===== src/rtl/serial_adder_pkg.sv =====
// -----------------------------------------------------------------------------
// serial_adder_pkg
// Shared definitions for the bit-serial adder: FSM state encoding and the
// default operand width.
// -----------------------------------------------------------------------------
package serial_adder_pkg;

    localparam int DEFAULT_WIDTH = 8;

    typedef enum logic [1:0] {
        ST_IDLE  = 2'd0,
        ST_SHIFT = 2'd1,
        ST_DONE  = 2'd2
    } state_t;

endpackage : serial_adder_pkg


===== src/rtl/serial_adder_full_adder.sv =====
// -----------------------------------------------------------------------------
// full_adder
// One-bit combinational full adder used by the serial adder datapath.
// Ports:
//   a, b  - operand bits
//   cin   - carry in
//   s     - sum bit      (a ^ b ^ cin)
//   cout  - carry out    (majority of a, b, cin)
// -----------------------------------------------------------------------------
module full_adder (
    input  logic a,
    input  logic b,
    input  logic cin,
    output logic s,
    output logic cout
);

    assign s    = a ^ b ^ cin;
    assign cout = (a & b) | (a & cin) | (b & cin);

endmodule : full_adder


===== src/rtl/serial_adder.sv =====
// -----------------------------------------------------------------------------
// serial_adder
// Bit-serial adder: computes augend + addend + carry_in over WIDTH clock
// cycles using a single full-adder bit, LSB first.
// Ports:
//   clk        - clock, rising edge
//   rst        - synchronous active-high reset
//   start      - begin an addition (sampled only while busy is low)
//   augend     - first operand  (captured on accepted start)
//   addend     - second operand (captured on accepted start)
//   carry_in   - initial carry  (captured on accepted start)
//   busy       - high while bits are being processed
//   done       - one-cycle pulse: sum/carry_out valid
//   sum        - result modulo 2^WIDTH
//   carry_out  - bit WIDTH of the full result
// -----------------------------------------------------------------------------
module serial_adder
    import serial_adder_pkg::*;
#(
    parameter int WIDTH = DEFAULT_WIDTH
) (
    input  logic             clk,
    input  logic             rst,
    input  logic             start,
    input  logic [WIDTH-1:0] augend,
    input  logic [WIDTH-1:0] addend,
    input  logic             carry_in,
    output logic             busy,
    output logic             done,
    output logic [WIDTH-1:0] sum,
    output logic             carry_out
);

    localparam int CNT_W = $clog2(WIDTH);
    localparam logic [CNT_W-1:0] CNT_LAST = CNT_W'(WIDTH - 1);

    state_t             state_q, state_d;
    logic [CNT_W-1:0]   cnt_q,   cnt_d;
    logic [WIDTH-1:0]   a_q,     a_d;
    logic [WIDTH-1:0]   b_q,     b_d;
    logic               c_q,     c_d;
    logic [WIDTH-1:0]   sum_q,   sum_d;
    logic               cout_q,  cout_d;

    logic fa_s;
    logic fa_cout;

    full_adder u_full_adder (
        .a    (a_q[0]),
        .b    (b_q[0]),
        .cin  (c_q),
        .s    (fa_s),
        .cout (fa_cout)
    );

    always_comb begin
        // NOTE: every _d gets a default first so no path leaves it unassigned
        // (an unassigned path would infer a latch).
        state_d = state_q;
        cnt_d   = cnt_q;
        a_d     = a_q;
        b_d     = b_q;
        c_d     = c_q;
        sum_d   = sum_q;
        cout_d  = cout_q;

        unique case (state_q)
            ST_IDLE, ST_DONE: begin
                if (start) begin
                    // sum/carry_out are left alone here so the previous
                    // result stays visible until the first shift edge.
                    a_d     = augend;
                    b_d     = addend;
                    c_d     = carry_in;
                    cnt_d   = '0;
                    state_d = ST_SHIFT;
                end else if (state_q == ST_DONE) begin
                    state_d = ST_IDLE;
                end
            end
            ST_SHIFT: begin
                // Sum bits enter at the MSB end; after WIDTH shifts the LSB
                // produced first has walked down to bit 0.
                sum_d  = {fa_s, sum_q[WIDTH-1:1]};
                a_d    = a_q >> 1;
                b_d    = b_q >> 1;
                c_d    = fa_cout;
                cout_d = fa_cout;
                if (cnt_q == CNT_LAST) begin
                    state_d = ST_DONE;
                end else begin
                    cnt_d = cnt_q + CNT_W'(1);
                end
            end
            default: state_d = ST_IDLE;
        endcase
    end

    // NOTE: sequential state uses non-blocking assignments only, so every
    // register samples its _d value from before the edge.
    always_ff @(posedge clk) begin
        if (rst) begin
            // Operand and carry registers are cleared too so an aborted
            // operation leaves no residue visible anywhere.
            state_q <= ST_IDLE;
            cnt_q   <= '0;
            a_q     <= '0;
            b_q     <= '0;
            c_q     <= 1'b0;
            sum_q   <= '0;
            cout_q  <= 1'b0;
        end else begin
            state_q <= state_d;
            cnt_q   <= cnt_d;
            a_q     <= a_d;
            b_q     <= b_d;
            c_q     <= c_d;
            sum_q   <= sum_d;
            cout_q  <= cout_d;
        end
    end

    // All outputs decode registered state only: no input-to-output path.
    assign busy      = (state_q == ST_SHIFT);
    assign done      = (state_q == ST_DONE);
    assign sum       = sum_q;
    assign carry_out = cout_q;

endmodule : serial_adder


===== config.mk =====
export PLATFORM = sky130hd
export DESIGN_NAME = serial_adder
export DESIGN_NICKNAME = d
export VERILOG_FILES = /design/src/rtl/serial_adder_pkg.sv /design/src/rtl/serial_adder_full_adder.sv /design/src/rtl/serial_adder.sv
export SDC_FILE = /design/constraint.sdc
export NUM_CORES = 1
export LEC_CHECK = 0
export ABC_AREA = 1
export BUFFER_PORTS_ARGS = -buffer_cell sky130_fd_sc_hd__buf_2
export CAP_MARGIN = 10
export CORE_MARGIN = 2
export CORE_UTILIZATION = 45
export DETAILED_ROUTE_END_ITERATION = 10
export PLACE_DENSITY = 0.76
export SLEW_MARGIN = 20
export SYNTH_ARGS = -nofsm -noshare
export SYNTH_HDL_FRONTEND = slang
export SYNTH_SLANG_ARGS = --single-unit

===== constraint.sdc =====
create_clock -name clk -period 3.6 [get_ports clk]
set_input_delay 0.36 -clock clk [delete_from_list [all_inputs] [get_ports clk]]
set_output_delay 0.36 -clock clk [all_outputs]
set_load 0.005 [all_outputs]

==> impl_metrics.json, run 1 <==
{
  "finalSetupViolCount": 0,
  "drv_slew": 0,
  "row_count": 21,
  "die_w_um": 62.0,
  "io_buffer_count": 30,
  "slowest_delay_ns": 0.49,
  "grt_pass1_vias": 1074,
  "htree_num_levels": 2,
  "synthToLayoutAreaGrowth_pct": 13.7,
  "grt_max_degree": 40,
  "clkPwrFrac": 0.346,
  "vias_per_cell": 4.58,
  "maxCapViolations": 0,
  "path_delay_family": "simple AND/OR/NAND/NOR gates",
  "cts_num_sinks": 31,
  "required_ns": 3.82,
  "setup_slack_ns": 1.84,
  "hp-class": "in2reg",
  "core_area_um2": 3280,
  "end_kind": "flip-flop",
  "yosysWarnings": 0,
  "hold_buffers": 0,
  "n_fill_cell": 340,
  "reg2reg_slack_ns": 1.84,
  "synthesis.nets": 237,
  "clockBufferDepth": 2,
  "drive_gt1_frac": 0.228,
  "crit_type": "reg2reg",
  "fp.dieArea_um2": 3840,
  "rsz0062_at_grt": "false",
  "multi_input_area_um2": 684,
  "final_cell_mix": "nand2_1, dfxtp_1, buf_2, inv_1, nor2_1",
  "numCtsBuffers": 5,
  "yosysSeqAreaShare": 0.411,
  "num_io_pins": 31,
  "post-place-ws_ns": 1.86,
  "cts_tree": "done",
  "skew_ns": 0.00919,
  "layout_commonest_cell": "nand2_1",
  "detail_route.wirelength_mm": 2.77,
  "crit_chain": "inv_2 -> nand2_2 -> nand2_2 -> o21ai_0 -> nor2_1",
  "dp.final_hpwl_mm": 1.83,
  "first_pass_iters": 4,
  "hold_viol_final": 0,
  "p_int_mw": 0.594,
  "startpoint_type": "flip-flop",
  "crit_arrival_ns": 1.99,
  "p_sw_mw": 0.228,
  "drc": 0,
  "vdd_drop_max_v": 0.000192,
  "powerDensity_nw_per_um2": 478,
  "post-route-period-util": 0.490,
  "synth_seq_cells": 31,
  "clk_latency_ns": 0.33,
  "seq_power_share": 0.472,
  "worst_pin_slew_ns": 0.661,
  "ctsResizeCount": 0,
  "cp_num_buf_inv": 1,
  "grt.total_usage": 0.157,
  "vias": 1315,
  "cpMostUsedCell": "nand2_2",
  "cts_root_buf": "clkbuf_4",
  "grt_overflow_total": 0,
  "cellLeakagePower_nw": 0.884,
  "start_util": 0.460,
  "clk_pin_slew_worst_paths_ns": 0.10,
  "syn-instance-count": 214,
  "synth_area_um2": 1510,
  "drt_iter0_markers": 78,
  "swShare": 0.277,
  "wl_per_cell_um": 9.66,
  "slowest_stage": "nand2_2",
  "fmax_mhz": 567,
  "post_cts_buffers": 0,
  "status": "completed",
  "die_y_um": 62.0,
  "setup_tns_ns": 0,
  "gp_congestion": 0.739,
  "layout_min_cycle_time_ns": 1.76,
  "antenna_found_initial": 0,
  "slew_headroom": 0.558,
  "worstPathMaxFanout": 39,
  "nets": 263,
  "drtAntennaViolNets": 0,
  "final-seq-area_um2": 621,
  "yosys.cell_types.count": 19,
  "synth_area_per_cell_um2": 7.06,
  "grt_first_pass_wirelength_mm": 4.49,
  "p_comb_frac": 0.182,
  "diodes": 0
}
## layer usage
layer  vias to the layer above  global-route usage  part of all wire
li1                        712                   -                 -
met1                       578               0.201              0.48
met2                        19               0.249              0.46
met3                         6              0.0497             0.037
met4                         0              0.0547             0.017
met5                         -                   0                 0
## stage by stage
stage,cell area [µm²],cells,power [mW],hold WS [ns],utilization
finish,1720,287,0.822,0.248,0.523
detailed placement,1630,279,0.546,0.463,0.497
CTS,1720,287,0.826,0.246,0.523
global placement,1630,279,0.542,0.462,0.497
floorplan,1510,214,0.518,0.429,-
global route,1720,287,0.874,0.253,0.523
## sequential cells by signal, indices dropped and copies added (netlist names)
| name | cells |
|---|---|
| a_q | 8 |
| b_q | 8 |
| sum | 8 |
| cnt_q | 3 |
| state_q | 2 |
| c_q | 1 |
| carry_out | 1 |
## logic make-up after synthesis
kind of cell	after synthesis	share of synthesized area
simple gates	112	0.315
buf+inv	43	0.137
flops	31	0.411
compound gates	25	0.108
fa+ha+maj	3	0.0298
## area by class of cell
cell class                 count  area share
clock buffer                   6      0.0298
clock inverter                 2      0.0204
inverter                      32      0.0699
multi-input combinational    140       0.398
sequential                    31       0.361
tap                           46      0.0335
timing repair buffer          30      0.0873
## synthesized netlist by cell type
library cell | count | area (µm²)
nand2_1 | 52 | 195
dfxtp_1 | 31 | 621
inv_1 | 29 | 109
nor2_1 | 27 | 101
nand3_1 | 24 | 120
a21oi_2 | 10 | 87.6
o21ai_0 | 9 | 45.0
a21oi_1 | 6 | 30.0
nor3_1 | 5 | 25.0
buf_6 | 4 | 45.0
buf_2 | 3 | 15.0
buf_4 | 3 | 22.5
inv_2 | 3 | 11.3
ha_1 | 2 | 25.0
nand2_2 | 2 | 12.5
clkbuf_1 | 1 | 3.75
fa_1 | 1 | 20.0
nand2_4 | 1 | 11.3
nor2_4 | 1 | 11.3
## worst register-to-register path, stage by stage, from the launching register on
cell     delay, ns
dfxtp_1       0.39
inv_2         0.07
nand2_2       0.49
nand2_2       0.38
o21ai_0       0.25
nor2_1        0.07
## power groups by stage
stage | Combinational (mW) | Clock (mW) | Sequential, mW
2_1_floorplan | 0.124 | 0 | 0.394
3_3_place_gp | 0.147 | 0 | 0.395
6_report | 0.149 | 0.284 | 0.388
5_1_grt | 0.173 | 0.309 | 0.392
4_1_cts | 0.151 | 0.287 | 0.388
3_5_place_dp | 0.150 | 0 | 0.396
## worst paths after layout
check | start | to | cells past startpoint
min | augend[4] | a_q[4]$_SDFFE_PP0P_ | 3
min reg2reg | carry_out$_SDFFE_PP0N_ | carry_out$_SDFFE_PP0N_ | 2
max reg2reg | state_q[1]$_SDFFE_PP0P_ | c_q$_SDFFE_PP0P_ | 5
max | state_q[1]$_SDFFE_PP0P_ | c_q$_SDFFE_PP0P_ | 5
No activity file was read; power rests on OpenSTA's default activity.
==> run 2, diff against run 1 <==
--- a/config.mk
+++ b/config.mk
@@ -11,7 +11,7 @@
 export CORE_MARGIN = 2
 export CORE_UTILIZATION = 45
 export DETAILED_ROUTE_END_ITERATION = 10
-export PLACE_DENSITY = 0.76
+export PLACE_DENSITY = 0.78
 export SLEW_MARGIN = 20
 export SYNTH_ARGS = -nofsm -noshare
 export SYNTH_HDL_FRONTEND = slang
==> constraint.sdc (replaced) <==
create_clock -name clk -period 1.45 [get_ports clk]
set_input_delay 0.145 -clock clk [delete_from_list [all_inputs] [get_ports clk]]
set_output_delay 0.145 -clock clk [all_outputs]
set_load 0.005 [all_outputs]
==> impl_metrics.json, run 2 (synthesized netlist as in run 1, its figures left out) <==
{
  "nets": 270,
  "slowest_stage": "dfxtp_1",
  "rsz0062_at_grt": "false",
  "hold_viol_final": 0,
  "r2r_start": "cnt_q[0]$_SDFFE_PP0P_",
  "row_count": 21,
  "fmax_mhz": 790,
  "clk_pin_slew_worst_paths_ns": 0.09,
  "slew_headroom": 0.736,
  "required_ns": 1.67,
  "hold_buffers": 0,
  "final_util": 0.526,
  "start_util": 0.460,
  "grt_first_pass_wirelength_mm": 4.66,
  "cts_tree": "done",
  "die_y_um": 62.0,
  "clockBufferDepth": 2,
  "p_sw_mw": 0.540,
  "setup_tns_ns": 0,
  "drv_slew": 0,
  "clkPwrFrac": 0.247,
  "startpoint": "cnt_q[0]$_SDFFE_PP0P_",
  "fin_area_um2": 1730,
  "layout_min_cycle_time_ns": 1.27,
  "vias": 1329,
  "hp-class": "in2reg",
  "grt_overflow_total": 0,
  "hold_path_startpoint": "addend[7]",
  "clk_latency_ns": 0.32,
  "worstPathMaxFanout": 5,
  "crit_arrival_ns": 1.49,
  "cellLeakagePower_nw": 0.892,
  "antenna_found_initial": 0,
  "num_io_pins": 31,
  "status": "completed",
  "crit_chain": "ha_1 -> ha_1 -> inv_1 -> nand3_1 -> a21oi_1 -> nor2_1",
  "cts_root_buf": "clkbuf_4",
  "vias_per_cell": 4.55,
  "skew_ns": 0.00728,
  "diodes": 0,
  "gp_congestion": 0.744,
  "synthToLayoutAreaGrowth_pct": 14.2,
  "crit_type": "reg2reg",
  "startpoint_type": "flip-flop",
  "slowest_delay_ns": 0.33,
  "first_pass_iters": 4,
  "swShare": 0.300,
  "layout_commonest_cell": "nand2_1",
  "finalSetupViolCount": 0,
  "drive_gt1_frac": 0.240,
  "dpl-instance-area_um2": 1680,
  "end_kind": "flip-flop",
  "die_w_um": 62.0,
  "cpMostUsedCell": "ha_1",
  "grt_pass1_vias": 1109,
  "seq_power_share": 0.534,
  "cts_num_sinks": 31,
  "detail_route.wirelength_mm": 2.82,
  "maxCapViolations": 0,
  "htree_num_levels": 2,
  "dp.cells": 285,
  "layout.cells.non_filler": 292,
  "p_int_mw": 1.26,
  "wl_per_cell_um": 9.64,
  "fp.dieArea_um2": 3840,
  "grt.total_usage": 0.168,
  "worst_pin_slew_ns": 0.395,
  "post-route-period-util": 0.873,
  "cp_num_buf_inv": 1,
  "drc": 0,
  "vdd_drop_max_v": 0.000452,
  "grt_max_degree": 26,
  "drtAntennaViolNets": 0,
  "dp.final_hpwl_mm": 1.95,
  "core_area_um2": 3280,
  "io_buffer_count": 30,
  "drt_iter0_markers": 91,
  "p_total_mw": 1.80,
  "p_comb_frac": 0.219,
  "final_cell_mix": "nand2_1, dfxtp_1, buf_2, inv_1, nor2_1",
  "path_delay_family": "adder cells",
  "powerDensity_nw_per_um2": 1040,
  "numCtsBuffers": 5
}
## run 2: cell types whose count changed in the layout (fill, tap and decap cells not counted), sizes merged
| cell | change |
|---|---|
| buf | +7 |
| bufinv | -1 |
| clkinv | -1 |
## run 2: per-stage QoR
| stage | hold WS, ns | worst slack, ns |
|---|---|---|
| finish | 0.0467 | 0.184 |
| global route | 0.0709 | 0.0760 |
| CTS | 0.0405 | 0.171 |
| detailed placement | 0.386 | 0.189 |
| global placement | 0.381 | 0.246 |
| floorplan | 0.214 | 0.301 |
## run 2: final timing paths
check / to / slack [ns] / depth (start not counted)
max: cnt_q[0]$_SDFFE_PP0P_ / 0.18 / 6
min: b_q[7]$_SDFFE_PP0P_ / 0.05 / 3
max reg2reg: cnt_q[0]$_SDFFE_PP0P_ / 0.18 / 6
min reg2reg: carry_out$_SDFFE_PP0N_ / 0.48 / 2
## run 2: what timing repair did
item,CTS,global route
endpoints found under the setup margin,1,0
gates resized for setup,0,0
setup buffers,1,0
## run 2: power groups by stage
stage | combinational, mW | sequential [mW] | clock [mW]
3_3_place_gp | 0.386 | 0.980 | 0
4_1_cts | 0.400 | 0.964 | 0.460
2_1_floorplan | 0.307 | 0.978 | 0
5_1_grt | 0.465 | 0.972 | 0.492
3_5_place_dp | 0.394 | 0.983 | 0
6_report | 0.395 | 0.962 | 0.444
## run 2: worst reg2reg max path, stage by stage (launching register included)
cell	delay (ns)
dfxtp_1	0.33
ha_1	0.19
ha_1	0.19
inv_1	0.07
nand3_1	0.16
a21oi_1	0.17
nor2_1	0.05
## run 2: layout make-up
cell class / count / area (µm²)
sequential: 31 / 621
multi-input combinational: 140 / 684
timing repair buffer: 37 / 203
tap: 46 / 57.6
inverter: 32 / 120
fill: 348 / 1560
clock buffer: 6 / 41.3
## run 2: per-layer routing
layer	routed length [µm]	share of wire	track usage	up-vias
met2	1300	0.46	0.250	30
met1	1340	0.47	0.219	571
met3	116	0.041	0.0455	7
li1	-	-	-	721
met5	0	0	0	-
met4	64	0.023	0.0912	0
